$ cat src/rtl/rpn_engine_if.sv
// Command handshake bundle for rpn_engine: valid/ready plus opcode and operand.
// The master drives commands; the slave (the engine) answers with ready.
interface rpn_engine_if #(
    parameter int WIDTH = 16
);
    logic             cmd_valid;
    logic             cmd_ready;
    logic [3:0]       cmd_op;
    logic [WIDTH-1:0] cmd_val;

    modport master (
        output cmd_valid,
        output cmd_op,
        output cmd_val,
        input  cmd_ready
    );

    modport slave (
        input  cmd_valid,
        input  cmd_op,
        input  cmd_val,
        output cmd_ready
    );
endinterface

$ cat src/rtl/rpn_engine.sv
// rpn_engine: register-file RPN stack with integrated ALU and a three-state
// command sequencer (IDLE/CALC/WB). Single-cycle commands finish on the accept
// edge; binary ops and SWAP take two further edges.
// Optional feature macro: RPN_MUL_EN enables the opcode 11 multiplier; when it
// is undefined no multiplier exists and opcode 11 reports an illegal op.
module rpn_engine #(
    parameter int WIDTH = 16,
    parameter int DEPTH = 16,
    parameter int CW    = $clog2(DEPTH + 1)
) (
    input  logic             clk,
    input  logic             rst,
    rpn_engine_if.slave      cmd,
    output logic [WIDTH-1:0] top,
    output logic [WIDTH-1:0] next,
    output logic [CW-1:0]    depth,
    output logic [1:0]       err_code,
    output logic             busy
);

    localparam int AW = (DEPTH > 1) ? $clog2(DEPTH) : 1;
    localparam logic [CW-1:0]    FULL = CW'(DEPTH);
    localparam logic [CW-1:0]    ONE  = CW'(1);
    localparam logic [CW-1:0]    TWO  = CW'(2);
    localparam logic [WIDTH-1:0] WLIM = WIDTH'(WIDTH);

`ifdef RPN_MUL_EN
    localparam bit MUL_EN = 1'b1;
`else
    localparam bit MUL_EN = 1'b0;
`endif

    localparam logic [3:0] OP_PUSH = 4'd0;
    localparam logic [3:0] OP_POP  = 4'd1;
    localparam logic [3:0] OP_ADD  = 4'd2;
    localparam logic [3:0] OP_SUB  = 4'd3;
    localparam logic [3:0] OP_SHL  = 4'd4;
    localparam logic [3:0] OP_SHR  = 4'd5;
    localparam logic [3:0] OP_SLTU = 4'd6;
    localparam logic [3:0] OP_AND  = 4'd7;
    localparam logic [3:0] OP_OR   = 4'd8;
    localparam logic [3:0] OP_NOR  = 4'd9;
    localparam logic [3:0] OP_XOR  = 4'd10;
    localparam logic [3:0] OP_MUL  = 4'd11;
    localparam logic [3:0] OP_SWAP = 4'd12;
    localparam logic [3:0] OP_DUP  = 4'd13;
    localparam logic [3:0] OP_CLR  = 4'd14;
    localparam logic [3:0] OP_ILL  = 4'd15;

    typedef enum logic [1:0] {IDLE, CALC, WB} state_t;

    state_t           state;
    logic [WIDTH-1:0] stack [DEPTH];
    logic [CW-1:0]    cnt;
    logic [CW-1:0]    cnt_m1;
    logic [AW-1:0]    idx_top;
    logic [AW-1:0]    idx_next;
    logic [AW-1:0]    idx_push;
    logic [3:0]       op_q;
    logic [WIDTH-1:0] opn;
    logic [WIDTH-1:0] opt;
    logic [WIDTH-1:0] res_q;
    logic [WIDTH-1:0] alu_res;
    logic             is_two_operand;
    logic             op_illegal;

    assign cnt_m1   = cnt - ONE;
    assign idx_top  = cnt_m1[AW-1:0];
    assign idx_next = idx_top - AW'(1);
    assign idx_push = cnt[AW-1:0];

    assign top   = (cnt != '0) ? stack[idx_top]  : '0;
    assign next  = (cnt >= TWO) ? stack[idx_next] : '0;
    assign depth = cnt;

    // Classify the incoming opcode: two-operand commands go through CALC/WB
    always_comb begin
        is_two_operand = ((cmd.cmd_op >= OP_ADD) && (cmd.cmd_op <= OP_MUL))
                         || (cmd.cmd_op == OP_SWAP);
        op_illegal     = (cmd.cmd_op == OP_ILL) || ((cmd.cmd_op == OP_MUL) && !MUL_EN);
    end

    // ALU on the captured operands; N is the left operand, T the right
    always_comb begin
        alu_res = '0;
        case (op_q)
            OP_ADD:  alu_res = opn + opt;
            OP_SUB:  alu_res = opn - opt;
            OP_SHL:  alu_res = (opt >= WLIM) ? '0 : (opn << opt);
            OP_SHR:  alu_res = (opt >= WLIM) ? '0 : (opn >> opt);
            OP_SLTU: alu_res = {{(WIDTH-1){1'b0}}, (opn < opt)};
            OP_AND:  alu_res = opn & opt;
            OP_OR:   alu_res = opn | opt;
            OP_NOR:  alu_res = ~(opn | opt);
            OP_XOR:  alu_res = opn ^ opt;
`ifdef RPN_MUL_EN
            OP_MUL:  alu_res = opn * opt;
`endif
            default: alu_res = '0;
        endcase
    end

    // Command sequencer, stack register file and registered status outputs
    always_ff @(posedge clk) begin
        if (!rst) begin
            state         <= IDLE;
            cnt           <= '0;
            err_code      <= 2'd0;
            cmd.cmd_ready <= 1'b1;
            busy          <= 1'b0;
            op_q          <= OP_PUSH;
            opn           <= '0;
            opt           <= '0;
            res_q         <= '0;
        end else begin
            case (state)
                IDLE: begin
                    if (cmd.cmd_valid && cmd.cmd_ready) begin
                        err_code <= 2'd0;
                        if (op_illegal) begin
                            err_code <= 2'd3;
                        end else if (is_two_operand) begin
                            if (cnt < TWO) begin
                                err_code <= 2'd1;
                            end else begin
                                op_q          <= cmd.cmd_op;
                                opn           <= next;
                                opt           <= top;
                                state         <= CALC;
                                cmd.cmd_ready <= 1'b0;
                                busy          <= 1'b1;
                            end
                        end else begin
                            case (cmd.cmd_op)
                                OP_PUSH: begin
                                    if (cnt == FULL) begin
                                        err_code <= 2'd2;
                                    end else begin
                                        stack[idx_push] <= cmd.cmd_val;
                                        cnt             <= cnt + ONE;
                                    end
                                end
                                OP_POP: begin
                                    if (cnt == '0) err_code <= 2'd1;
                                    else           cnt      <= cnt_m1;
                                end
                                OP_DUP: begin
                                    if (cnt == '0) begin
                                        err_code <= 2'd1;
                                    end else if (cnt == FULL) begin
                                        err_code <= 2'd2;
                                    end else begin
                                        stack[idx_push] <= top;
                                        cnt             <= cnt + ONE;
                                    end
                                end
                                OP_CLR:  cnt <= '0;
                                default: ;
                            endcase
                        end
                    end
                end
                CALC: begin
                    res_q <= alu_res;
                    state <= WB;
                end
                WB: begin
                    if (op_q == OP_SWAP) begin
                        stack[idx_top]  <= opn;
                        stack[idx_next] <= opt;
                    end else begin
                        stack[idx_next] <= res_q;
                        cnt             <= cnt_m1;
                    end
                    state         <= IDLE;
                    cmd.cmd_ready <= 1'b1;
                    busy          <= 1'b0;
                end
                default: begin
                    state         <= IDLE;
                    cmd.cmd_ready <= 1'b1;
                    busy          <= 1'b0;
                end
            endcase
        end
    end

endmodule

$ cat src/flat_wrapper.sv
// flat-port wrapper written by rule: the top's interface ports become plain ports
module rpn_engine_flat 
#(
    parameter int WIDTH = 16,
    parameter int DEPTH = 16,
    parameter int CW    = $clog2(DEPTH + 1)
)
  (clk, rst, top, next, depth, err_code, busy, cmd_cmd_valid, cmd_cmd_op, cmd_cmd_val, cmd_cmd_ready);
  rpn_engine_if #(.WIDTH(WIDTH)) cmd_i ();
  input  logic clk;
  input  logic rst;
  output logic [WIDTH-1:0] top;
  output logic [WIDTH-1:0] next;
  output logic [CW-1:0] depth;
  output logic [1:0] err_code;
  output logic busy;
  input wire logic [$bits(cmd_i.cmd_valid)-1:0] cmd_cmd_valid;
  input wire logic [$bits(cmd_i.cmd_op)-1:0] cmd_cmd_op;
  input wire logic [$bits(cmd_i.cmd_val)-1:0] cmd_cmd_val;
  output wire logic [$bits(cmd_i.cmd_ready)-1:0] cmd_cmd_ready;
  assign cmd_i.cmd_valid = cmd_cmd_valid;
  assign cmd_i.cmd_op = cmd_cmd_op;
  assign cmd_i.cmd_val = cmd_cmd_val;
  assign cmd_cmd_ready = cmd_i.cmd_ready;
  rpn_engine #(.WIDTH(WIDTH), .DEPTH(DEPTH), .CW(CW)) u_core (.clk(clk), .rst(rst), .cmd(cmd_i), .top(top), .next(next), .depth(depth), .err_code(err_code), .busy(busy));
endmodule
$ cat config.mk
export PLATFORM = sky130hd
export DESIGN_NAME = rpn_engine_flat
export DESIGN_NICKNAME = d
export VERILOG_FILES = /design/src/rtl/rpn_engine_if.sv /design/src/rtl/rpn_engine.sv /design/src/flat_wrapper.sv
export SDC_FILE = /design/constraint.sdc
export NUM_CORES = 1
export LEC_CHECK = 0
export CAP_MARGIN = 10
export CORE_ASPECT_RATIO = 0.7
export CORE_MARGIN = 2
export CORE_UTILIZATION = 40
export DETAILED_ROUTE_END_ITERATION = 10
export GPL_TIMING_DRIVEN = 0
export PLACE_DENSITY = 0.62
export SLEW_MARGIN = 20
export SYNTH_ARGS = -nofsm -noshare
export SYNTH_HDL_FRONTEND = slang
export SYNTH_SLANG_ARGS = --single-unit
$ cat constraint.sdc
create_clock -name clk -period 4.6 [get_ports clk]
set_input_delay 0.92 -clock clk [delete_from_list [all_inputs] [get_ports clk]]
set_output_delay 0.92 -clock clk [all_outputs]
set_load 0.1 [all_outputs]
Yosys cells after proc, flatten, opt, wreduce, memory -nomap -nowiden
Memories as Yosys holds them, arrays and structs flattened.
Cells that the tools add are included.
- multipliers: 0
- divide/modulo/power cells: 0
- reduce and logical (&&, ||, !) cells: 15
- $add $sub $neg: 5
- order comparisons: 6
- bitwise gates (word level): 9
- equality and inequality tests: 28
- shift-type cells: 2
- mux-type cells: 65
- operators by type and width (operator ; count):
    case mux 16 bit (9 select lines) ; 1
    2-to-1 mux 16 bit ; 7
    equality test 4 bit (second input constant) ; 9
    2-to-1 mux 1 bit ; 35
    2-to-1 mux 5 bit ; 7
    case mux 5 bit (4 select lines) ; 1
    adder 16 bit ; 1
    AND 16 bit ; 1
    equality test 4 x 3 -> 1 bit (second input constant) ; 4
    greater-or-equal comparator 16 x 5 -> 1 bit (second input constant) ; 1
    < comparator 16 bit ; 1
    2-to-1 mux 2 bit ; 8
    NOT 16 bit ; 1
    bitwise OR 16 bit ; 1
    OR reduction 16 bit ; 1
    << shifter 16 x 16 -> 16 bit ; 1
    right shift 16 x 16 -> 16 bit ; 1
    subtractor 16 bit ; 1
    bitwise XOR 16 bit ; 1
    case mux 5 bit (2 select lines) ; 1
    AND reduction 5 bit ; 2
    equality test 4 x 2 -> 1 bit (second input constant) ; 2
    != test 2 bit (second input constant) ; 4
    AND reduction 8 bit ; 1
    other kinds (29) ; 37
- latch bits: 0
- bits in registers: 63
- RAM bits: 256
- ROM bits: 0
- memories kept: 1
- memories (name ; words ; width ; rd ports ; clocked after Yosys merged registers in ; wr ports ; RTL line ; RTL):
    u_core.stack ; 16 ; 16 ; 2 ; 0 ; 2 ; rpn_engine.sv:53 ; logic [WIDTH-1:0] stack [DEPTH];

Logic depth before layout (Yosys ltp)
- depth in word-level cells: 12
- mapped depth: 19
- mapped depth without buffers: 11

Least setup slack after synthesis
No wires, ideal clock.
- kind: register to output
- start: register u_core.cnt[0] (netlist: u_core.depth[0])
- end: output next[1]
- path slack: -2637 ps
- arrival: 6317 ps
- data required time: 3680 ps
- cell stages (with the launch flop): 16
- path buffers: 10
- path through: dfxtp_1 > buf_2 > buf_6 > buf_4 > inv_1 > buf_1 > ha_1 > buf_2 > buf_4 > buf_4 > buf_4 > buf_2 > clkbuf_1 > mux4_2 > mux2i_1 > a211oi_1
- word-level cells in the longest chain between the ends: 4
- elaborated cells on any way between the ends: 5
- those cells by class: add/sub (2); order compare (1); mux (1); memory (1)
- ends and longest elaborated chain (item ; RTL line ; RTL):
    from (decl) ; rpn_engine.sv:54 ; logic [CW-1:0] cnt;
    from (signal assigned) ; rpn_engine.sv:140 ; cnt <= cnt + ONE;
    from (signal assigned) ; rpn_engine.sv:145 ; else cnt <= cnt_m1;
    from (signal assigned) ; rpn_engine.sv:154 ; cnt <= cnt + ONE;
    subtractor 5 x 1 -> 5 bit ; rpn_engine.sv:67 ; assign cnt_m1 = cnt - ONE;
    subtractor 4 x 1 -> 4 bit ; rpn_engine.sv:69 ; assign idx_next = idx_top - AW'(1);
    memory read (16 x 16 bit) ; - ;
    2-to-1 mux 16 bit (*) ; rpn_engine.sv:73 ; assign next = (cnt >= TWO) ? stack[idx_next] : '0;
    to (decl) ; flat_wrapper.sv:13 ; output logic [WIDTH-1:0] next;
Mark *: on every way between the ends. The rest lies on a longest branch, timed or not.

Final worst setup path
- start: register u_core.cnt[0] (netlist: u_core.depth[0])
- end: output next[0]
The elaborated chain is that of the path after synthesis.

==> results by group <==
Status
  • Status: finished clean

Floorplanning
  • IO Pins: 64
  • Core box area: 54100 µm²
  • Standard-cell rows: 71
  • Die Y-Extent: 200.5 µm
  • Die area: 57070 µm²
  • Initial Util: 40.77%
  • Width of the die: 284.7 µm

Global route
  • Initial antenna violation count: 3
  • GRT Resource Usage Total: 34.13%
  • Largest net degree at the start of global routing: 17
  • Overflow left after global routing: 0
  • First-pass GRT wire length: 140700 µm
  • Vias in the first global route: 19325

Timing
  • F_max: 217.7 MHz
  • Fin crit share: 99.86%
  • Headroom to the max-slew limit: 16.60%
  • Min Hold Slack: 0.5007 ns
  • Hold Fails Final Rpt: 0
  • # setup viols final: 0
  • Minimum clock period: 4.594 ns
  • Slew Viols, Final: 0
  • Slew @ Worst Pin: 1.240 ns
  • Fin Clk Skew: 0.01976 ns

Critical path
  • Critical Path Most Common Cell: buf_12
  • Setup CP Type: register to output pin
  • Peak fanout along the critical path: 9
  • CP endpoint kind: output pin
  • Worst Path Arrival: 3.67 ns
  • Critical Path RT: 3.68 ns
  • R2R cell count: 16
  • Crit path cell chain: buf_8 -> buf_12 -> buf_12 -> inv_12 -> ha_4 -> buf_6 -> buf_12 -> buf_12 -> buf_12 -> buf_12 -> buf_12 -> mux2i_1 -> a211oi_2 -> a211oi_4 -> a211oi_4 -> buf_12
  • Slowest CP cell: a211oi_2
  • CP startpoint kind: register
  • Worst path max stage delay: 0.39 ns

CTS
  • CTS Root Cell: clkbuf_16
  • Clock slew seen by the registers of the worst setup and hold paths: 0.07 ns
  • Cts bufs inserted: 35
  • Clk sinks: 319
  • Clock Tree Buf Depth: 3
  • CTS tree: yes
  • Clock Latency Late Sink: 0.56 ns
  • Depth of the CTS H-tree: 2

Finish
  • Final nets: 2409
  • FF+latch area: 8957 µm²
  • Multi-input combinational cell area: 12980 µm²
  • Fillers: 4843
  • Share of cells above drive strength 1: 20.95%
  • Layout area overhead: 22.07%
  • Final instance area: 26930 µm²

Placement
  • IO Port Bufs: 61
  • Post-DP HPWL: 74830 µm
  • Dpl cell area: 24380 µm²
  • GPL Wtd Cong: 0.9831

Job
  • Number of max-cap violations: 0

Synth
  • Syn. warnings: 0
  • Ys flop type: edfxtp_1
  • Synth unique cells: 72
  • Yosys reg bits: 319
  • Sequential fraction of the synthesis area: 40.57%
  • Synth Cell Area: 22060 µm²
  • Post-synth EDFFs: 256
  • Syn Inst Count: 2158
  • Ys async rst share: 0%
  • Net Count, Synth: 2238
  • Syn avg cell area: 10.22 µm²

Pwr
  • Pleak: 8.813 nW
  • VDD IR-drop max: 242.7 µV
  • PD cells: 243.6 nW/µm²
  • Total power: 0.006560 W

Drt
  • WL/cell: 32.40 µm
  • Final ANT Viol Nets: 0
  • 1st-pass router iterations: 7
  • Vias: 20723
  • # DRC: 0
  • Routed wire length: 99930 µm
  • DRT iter0 DRCs: 3756
  • Vias/cell: 6.720

Hold path
  • Cell depth of the worst hold path: 2
  • Min-delay worst type: register to register
==> critical path: cells and delay by family (launching register included) <==
kind,cells,cell delay (ns)
AOI/OAI and AO/OA,3,0.81
adders and majority gates,1,0.19
buffers and inverters,11,1.54
DFF,1,0.38
muxes,1,0.14
==> cell type report <==
class                      instances  share of cell area [%]
antenna                            1                0.009293
buffer                           188                   4.349
clock buffer                      43                   3.378
clock inverter                    18                  0.6691
inverter                          53                  0.7992
multi-input combinational       1597                   48.21
sequential                       319                   33.27
tap                              730                   3.392
timing repair buffer             135                   5.924
==> registers in the layout (all words and copies together) (netlist names) <==
register and cells:
u_core.opn 16, u_core.op_q 4, u_core.stack 256, u_core.opt 16, u_core.err_code 2, u_core.cmd.cmd_ready 1, u_core.state 2, u_core.busy 1
u_core.depth 5, u_core.res_q 16
==> layer usage <==
layer	share of wire [%]	wire [µm]	track usage [%]	vias to the layer above
met5	0.20	195	2.417	-
met4	2.6	2625	8.026	2
met3	17	17280	14.17	183
met2	39	38640	45.06	1797
met1	41	41190	50.82	10260
li1	-	-	-	8481
==> stage by stage <==
stage | setup TNS [ns] | utilization, % | setup WS, ns | instances
6_report | 0 | 49.77 | 0.006260 | 3084
2_1_floorplan | -0.07397 | - | -0.06779 | 2158
3_5_place_dp | -375.22 | 45.06 | -2.016 | 2959
3_3_place_gp | -703.01 | 44.37 | -2.349 | 2949
5_1_grt | -0.01545 | 49.77 | -0.01545 | 3084
4_1_cts | 0 | 49.28 | 0.0003573 | 3069
==> report_power, final <==
group	internal [W]	leakage [nW]	switching, W	total, W
sequential	0.00311	2.81	0.00000421	0.00312
clock	0.00154	0.537	0.00130	0.00284
combinational	0.000228	5.47	0.000375	0.000603
total	0.00488	8.81	0.00168	0.00656
==> cell usage after synthesis, types with 13 or more instances <==
| cell type | n | area (µm²) |
|---|---|---|
| a211oi_1 | 67 | 503.0 |
| a21o_1 | 22 | 165.2 |
| a21oi_1 | 259 | 1296 |
| a221oi_1 | 21 | 183.9 |
| and3_1 | 15 | 93.84 |
| buf_1 | 22 | 82.58 |
| buf_2 | 50 | 250.2 |
| clkbuf_1 | 109 | 409.1 |
| dfxtp_1 | 63 | 1261 |
| edfxtp_1 | 256 | 7687 |
| ha_1 | 55 | 688.2 |
| inv_1 | 52 | 195.2 |
| mux2i_1 | 199 | 1992 |
| mux4_2 | 120 | 2703 |
| nand2_1 | 172 | 645.6 |
| nand2b_1 | 13 | 81.33 |
| nand3_1 | 31 | 155.2 |
| nor2_1 | 290 | 1089 |
| nor2b_1 | 16 | 100.1 |
| nor3_1 | 37 | 185.2 |
| o21ai_0 | 74 | 370.4 |
| xnor2_1 | 13 | 113.9 |
==> timing repair <==
item,4_1_cts,5_1_grt
gates resized for setup,368,34
buffers inserted,46,16
setup endpoints to repair,554,320
pin swaps,26,10
cloned,4,0
hold buffers,0,0
==> layout by cell type, fill, tap and decap left out, drive strengths merged, types with 55 or more instances in the layout <==
master,n
nor2,290
ha,55
a211oi,67
nand2,172
dfxtp,63
clkbuf,155
edfxtp,256
mux4,125
a21oi,259
buf,179
o21ai,74
mux2i,199
==> cell families (layout without fill, tap and decap cells) <==
| family | after synthesis | count (layout) | share of synthesized area (%) |
|---|---|---|---|
| buffers and inverters | 242 | 437 | 4.572 |
| XOR/XNOR | 20 | 20 | 0.7941 |
| adder cells (fa/ha/maj) | 58 | 58 | 3.347 |
| flip-flops | 319 | 319 | 40.57 |
| other | 0 | 1 | 0 |
| AND/OR/NAND/NOR | 615 | 615 | 11.92 |
| multiplexers | 332 | 332 | 22.29 |
| AO/OA/AOI/OAI | 572 | 572 | 16.52 |
==> path summary, 6_finish.rpt <==
check	from	endpoint	slack [ns]
max	u_core.depth[0]	next[0]	0.006
min	u_core.opt[7]	u_core.opt[7]	0.50
max reg2reg	u_core.depth[0]	u_core.stack[11][2]	0.17
min reg2reg	u_core.opt[7]	u_core.opt[7]	0.50
Power figures use the tool's default switching activity.
